### config.mk
export PLATFORM = sky130hd
export DESIGN_NAME = bus_arbiter4_flat
export DESIGN_NICKNAME = d
export VERILOG_FILES = /design/src/rtl/bus_arbiter4_if.sv /design/src/rtl/bus_arbiter4.sv /design/src/flat_wrapper.sv
export SDC_FILE = /design/constraint.sdc
export NUM_CORES = 1
export LEC_CHECK = 0
export ABC_AREA = 1
export CAP_MARGIN = 20
export CORE_UTILIZATION = 49
export CTS_CLUSTER_SIZE = 40
export DETAILED_ROUTE_END_ITERATION = 6
export GPL_TIMING_DRIVEN = 0
export PLACE_DENSITY = 0.78
export SLEW_MARGIN = 40
export SYNTH_ARGS = -nofsm -noshare
export SYNTH_HDL_FRONTEND = slang
export SYNTH_SLANG_ARGS = --single-unit
export TNS_END_PERCENT = 30
### constraint.sdc
create_clock -name clk -period 1.89 [get_ports clk]
set_input_delay 0.378 -clock clk [delete_from_list [all_inputs] [get_ports clk]]
set_output_delay 0.378 -clock clk [all_outputs]
set_load 0.02 [all_outputs]
### src/rtl/bus_arbiter4_if.sv
// Request/grant bundle between four requesters and the bus_arbiter4 controller.
// master = requester side (drives req/done), slave = arbiter side (drives grant/sel/busy/timeout).
interface bus_arbiter4_if;
  logic [3:0] req;
  logic [3:0] done;
  logic [3:0] grant;
  logic [1:0] sel;
  logic       busy;
  logic       timeout;

  modport master (
    output req,
    output done,
    input  grant,
    input  sel,
    input  busy,
    input  timeout
  );

  modport slave (
    input  req,
    input  done,
    output grant,
    output sel,
    output busy,
    output timeout
  );
endinterface

### src/rtl/bus_arbiter4.sv
// Four-way round-robin bus arbiter with one-cycle grant latency and a turnaround bubble.
// Optional forced release after HOLD_MAX cycles is enabled by defining ARB_TIMEOUT_EN.
module bus_arbiter4 #(
  parameter int HOLD_MAX = 16
) (
  input  logic          clk,
  input  logic          reset,
  bus_arbiter4_if.slave bus
);

  typedef enum logic {
    IDLE  = 1'b0,
    OWNED = 1'b1
  } state_e;

  if (HOLD_MAX < 1) begin : g_bad_hold_max
    $error("bus_arbiter4: HOLD_MAX must be at least 1");
  end

  state_e     state_q, state_d;
  logic [3:0] grant_q, grant_d;
  logic [1:0] sel_q, sel_d;
  logic [1:0] last_q, last_d;

  logic [1:0] cand;
  logic [1:0] winner;
  logic       req_found;
  logic       owner_release;
  logic       force_release;

  // Round-robin search begins just after the previous owner and wraps modulo 4.
  always_comb begin
    // NOTE: every variable driven here gets a default first, so no path leaves it unassigned and no latch is inferred.
    cand      = '0;
    winner    = '0;
    req_found = 1'b0;
    for (int i = 1; i <= 4; i++) begin
      cand = last_q + i[1:0];
      if (!req_found && bus.req[cand]) begin
        winner    = cand;
        req_found = 1'b1;
      end
    end
  end

  assign owner_release = bus.done[sel_q] | ~bus.req[sel_q];

`ifdef ARB_TIMEOUT_EN
  localparam int CNT_W = $clog2(HOLD_MAX + 1);

  logic [CNT_W-1:0] cnt_q, cnt_d;
  logic             timeout_q, timeout_d;

  assign force_release = (state_q == OWNED) && (cnt_q == CNT_W'(HOLD_MAX - 1)) && !owner_release;

  always_comb begin
    cnt_d     = '0;
    timeout_d = force_release;
    if (state_q == OWNED && state_d == OWNED) begin
      cnt_d = cnt_q + CNT_W'(1);
    end
  end

  always_ff @(posedge clk) begin
    if (reset) begin
      cnt_q     <= '0;
      timeout_q <= 1'b0;
    end else begin
      cnt_q     <= cnt_d;
      timeout_q <= timeout_d;
    end
  end

  assign bus.timeout = timeout_q;
`else
  assign force_release = 1'b0;
  assign bus.timeout   = 1'b0;
`endif

  // State register: reset wins over everything, including a grant in progress.
  always_ff @(posedge clk) begin
    // NOTE: sequential state uses non-blocking assignments so every register samples pre-edge values.
    if (reset) begin
      state_q <= IDLE;
      grant_q <= '0;
      sel_q   <= '0;
      last_q  <= 2'd3;
    end else begin
      state_q <= state_d;
      grant_q <= grant_d;
      sel_q   <= sel_d;
      last_q  <= last_d;
    end
  end

  always_comb begin
    state_d = state_q;
    case (state_q)
      IDLE:    if (req_found) state_d = OWNED;
      OWNED:   if (owner_release || force_release) state_d = IDLE;
      default: state_d = IDLE;
    endcase
  end

  // sel keeps the last owner after release so the shared operand mux stays stable.
  always_comb begin
    grant_d = grant_q;
    sel_d   = sel_q;
    last_d  = last_q;
    case (state_q)
      IDLE: begin
        if (req_found) begin
          grant_d = 4'b0001 << winner;
          sel_d   = winner;
          last_d  = winner;
        end
      end
      OWNED: begin
        if (owner_release || force_release) begin
          grant_d = '0;
        end
      end
      default: grant_d = '0;
    endcase
  end

  assign bus.grant = grant_q;
  assign bus.sel   = sel_q;
  assign bus.busy  = (state_q == OWNED);

endmodule

### src/flat_wrapper.sv
// flat-port wrapper written by rule: the top's interface ports become plain ports
module bus_arbiter4_flat 
#(
  parameter int HOLD_MAX = 16
)
  (clk, reset, bus_req, bus_done, bus_grant, bus_sel, bus_busy, bus_timeout);
  bus_arbiter4_if bus_i ();
  input  logic clk;
  input  logic reset;
  input wire logic [$bits(bus_i.req)-1:0] bus_req;
  input wire logic [$bits(bus_i.done)-1:0] bus_done;
  output wire logic [$bits(bus_i.grant)-1:0] bus_grant;
  output wire logic [$bits(bus_i.sel)-1:0] bus_sel;
  output wire logic [$bits(bus_i.busy)-1:0] bus_busy;
  output wire logic [$bits(bus_i.timeout)-1:0] bus_timeout;
  assign bus_i.req = bus_req;
  assign bus_i.done = bus_done;
  assign bus_grant = bus_i.grant;
  assign bus_sel = bus_i.sel;
  assign bus_busy = bus_i.busy;
  assign bus_timeout = bus_i.timeout;
  bus_arbiter4 #(.HOLD_MAX(HOLD_MAX)) u_core (.clk(clk), .reset(reset), .bus(bus_i));
endmodule
==> results of run 1 <==
metal layers:
layer,GRT usage,vias to the layer above,part of all wire
li1,-,402,-
met1,0.257,328,0.47
met2,0.357,13,0.47
met3,0.0129,4,0.032
met4,0.0938,0,0.022
met5,0,-,0
stage by stage:
stage / cells / worst slack (ns) / utilization / total power [mW]
floorplan: 113 / 0.429 / - / 1.37
global placement: 144 / -0.0918 / 0.640 / 1.63
detailed placement: 144 / -0.108 / 0.640 / 1.65
CTS: 148 / 0.143 / 0.657 / 1.81
global route: 148 / 0.00172 / 0.657 / 1.95
finish: 148 / 0.110 / 0.657 / 1.80
worst max-delay path: cells and delay by family:
kind | cells | cell delay, ns
buf+inv | 3 | 0.70
simple gates | 5 | 0.52
compound gates | 2 | 0.35
state kept, by name, indices dropped and copies added, names as in the netlist:
register	cells
u_core.last_q	2
u_core.bus.sel	2
u_core.bus.grant	4
u_core.bus.busy	1
layout make-up:
cell class | instances | area share
clock buffer | 4 | 0.0263
sequential | 9 | 0.180
buffer | 5 | 0.0475
timing repair buffer | 15 | 0.150
multi-input combinational | 86 | 0.525
tap | 16 | 0.0200
inverter | 13 | 0.0513
power groups by stage:
stage                     combinational [mW]  sequential (mW)  clock, mW
final                                   1.33            0.322      0.150
after global routing                    1.46            0.332      0.159
after CTS                               1.33            0.322      0.151
after detailed placement                1.33            0.324          0
after global placement                  1.31            0.320          0
after floorplan                        0.979            0.386          0
kinds of logic (layout without fill, tap and decap cells):
logic type | after synthesis | after routing | synth area share
other | 1 | 1 | 0.00466
and+or+nand+nor | 71 | 71 | 0.509
buffers and inverters | 18 | 37 | 0.123
DFF | 9 | 9 | 0.224
AOI/OAI and AO/OA | 14 | 14 | 0.140
cell usage in the layout, fill, tap and decap left out, types with 4 or more instances in the layout:
cell type        count
a21oi_2              4
inv_1                9
nand3_1             10
nand2_2              6
nand2_1             33
nand2_4              8
dfxtp_1              9
nand4_1              4
nor2_1               5
clkdlybuf4s50_1     15
worst max-delay path by stage:
stage / startpoint / to / slack (ns)
after floorplan: u_core.last_q[0]$_SDFFE_PP1P_ / u_core.last_q[1]$_SDFFE_PP1P_ / 0.43
after global routing: bus_req[1] / u_core.bus.sel[1]$_SDFFE_PP0P_ / 0.002
after global placement: bus_req[1] / u_core.bus.grant[0]$_SDFFE_PP0P_ / -0.09
after CTS: bus_req[1] / u_core.bus.sel[1]$_SDFFE_PP0P_ / 0.14
final: bus_req[1] / u_core.bus.sel[1]$_SDFFE_PP0P_ / 0.11
after detailed placement: bus_req[1] / u_core.bus.sel[1]$_SDFFE_PP0P_ / -0.11
==> flow_summary.toml, run 1 <==
[setup_path]
critPathMaxFanout = 5
cp-end-kind = "flop"
r2r_slack_ns = 0.23
slowest_stage = "clkdlybuf4s50_1"
worstReg2RegEnd = "u_core.bus.sel[1]$_SDFFE_PP0P_"
worstSetupPathType = "primary input to flop"
critical_path.most_common_cell = "nand2_1"
reg2regPathDepth = 11
worstPathRequired_ns = 2.08
start_kind = "primary input"
cpPeakStageDelay_ns = 0.55
critical_path.cell_chain = "clkdlybuf4s50_1 > inv_1 > nand2_1 > nand2_1 > o21ai_2 > nand3b_4 > nand2_2 > inv_2 > nand2_1 > a21oi_1"
crit_arrival_ns = 1.97
rr_startpoint = "u_core.last_q[0]$_SDFFE_PP1P_"

[yosys]
syn-cell-area_um2 = 805
syn_nets = 123
ys_ff_latch = 9
async_flop_share = 0
netlist_instances = 113
synthMostInstantiatedCell = "nand2_1"
synth-seq-area-share = 0.224
synth_edf_count = 0
postSynthAreaPerCell_um2 = 7.12
ys_top_cells_by_count = "nand2_1, nand3_1, dfxtp_1, inv_1, nand2_4"
yosysUniqueCellTypes = 28
netlist.area_leader.share = 0.224
yosys_warnings = 0
synth_area_leaders = "dfxtp_1, nand2_1, nand2_4"
synth_ff_type = "dfxtp_1"
synth_top_cell_by_area = "dfxtp_1"

[power]
combPwrFrac = 0.738
pwr-share-seq = 0.178
p_per_area_nw_per_um2 = 1800
p_clk_frac = 0.083
ir_drop_v = 0.00101
p_int_mw = 0.866
p_sw_frac = 0.519
p_leak_nw = 0.487
switching_power_mw = 0.936

[layout]
antenna_cells = 0
layout.nets = 143
area_delta_synth_final_pct = 24.4
stdcell_area_um2 = 1000
fillers = 146
multi_input_area_um2 = 526
regArea_um2 = 180
drive_gt1_frac = 0.265

[outcome]
outcome = "finished clean"

[clock_tree]
cts_made_buffers = 3
cts_num_sinks = 9
cts_hold_buf = 0
clockBufferDepth = 2
cts.htree.levels = 1
cts_tree = "done"
cts_setup_buffers = 0
clk_latency_ns = 0.26
clock_tree.root_cell = "clkbuf_4"
cts-resized-gates = 0
clk_pin_slew_ns = 0.06

[placement]
postPlaceCellArea_um2 = 975
place_congestion = 0.835
hpwl_um = 1320
portBuffers = 15

[sta]
rsz0062_at_grt = "no"
hold_viol_final = 0
tns_ns = 0
fmax_mhz = 562
finalCritPeriodShare = 0.942
hold_slack_ns = 0.479
slew_violations = 0
setup_viol = 0
clock_skew_ns = 0.00247
period_minus_slack_ns = 1.78

[detailed_routing]
vias_per_cell = 5.05
dr.first_iter.drc_count = 14
wire_per_inst_um = 11.4
wl_um = 1690
firstDrtPassIters = 4
via_count = 747
drcViolationCount = 0
ant_nets = 0

[global_routing]
grt_antenna_before_repair = 0
track_usage = 0.206
grt_max_degree = 11
grt_pass1_wl_um = 2900
overflow = 0
grt_pass1_vias = 676

[die]
core_region_area_um2 = 1520
initial_core_util = 0.528
dieArea_um2 = 1810
dieHeight_um = 42.5
die-width_um = 42.5
row_count = 14
io_pins = 18

[hold_path]
min_to = "u_core.bus.grant[2]$_SDFFE_PP0P_"
hold_class = "flop to flop"
worstHoldStart = "u_core.bus.grant[2]$_SDFFE_PP0P_"
worstHoldPathCells = 2

[flow_run]
drv_cap = 0
(Power assumes the default switching activity.)
==> inputs of run 2 (changes only) <==
--- a/config.mk
+++ b/config.mk
@@ -12,6 +12,7 @@
 export DETAILED_ROUTE_END_ITERATION = 6
 export GPL_TIMING_DRIVEN = 0
 export PLACE_DENSITY = 0.78
+export SKIP_CTS_REPAIR_TIMING = 1
 export SLEW_MARGIN = 40
 export SYNTH_ARGS = -nofsm -noshare
 export SYNTH_HDL_FRONTEND = slang
==> results of run 2 <==
No change in the layout: final DEF, timing and power equal those of run 1.
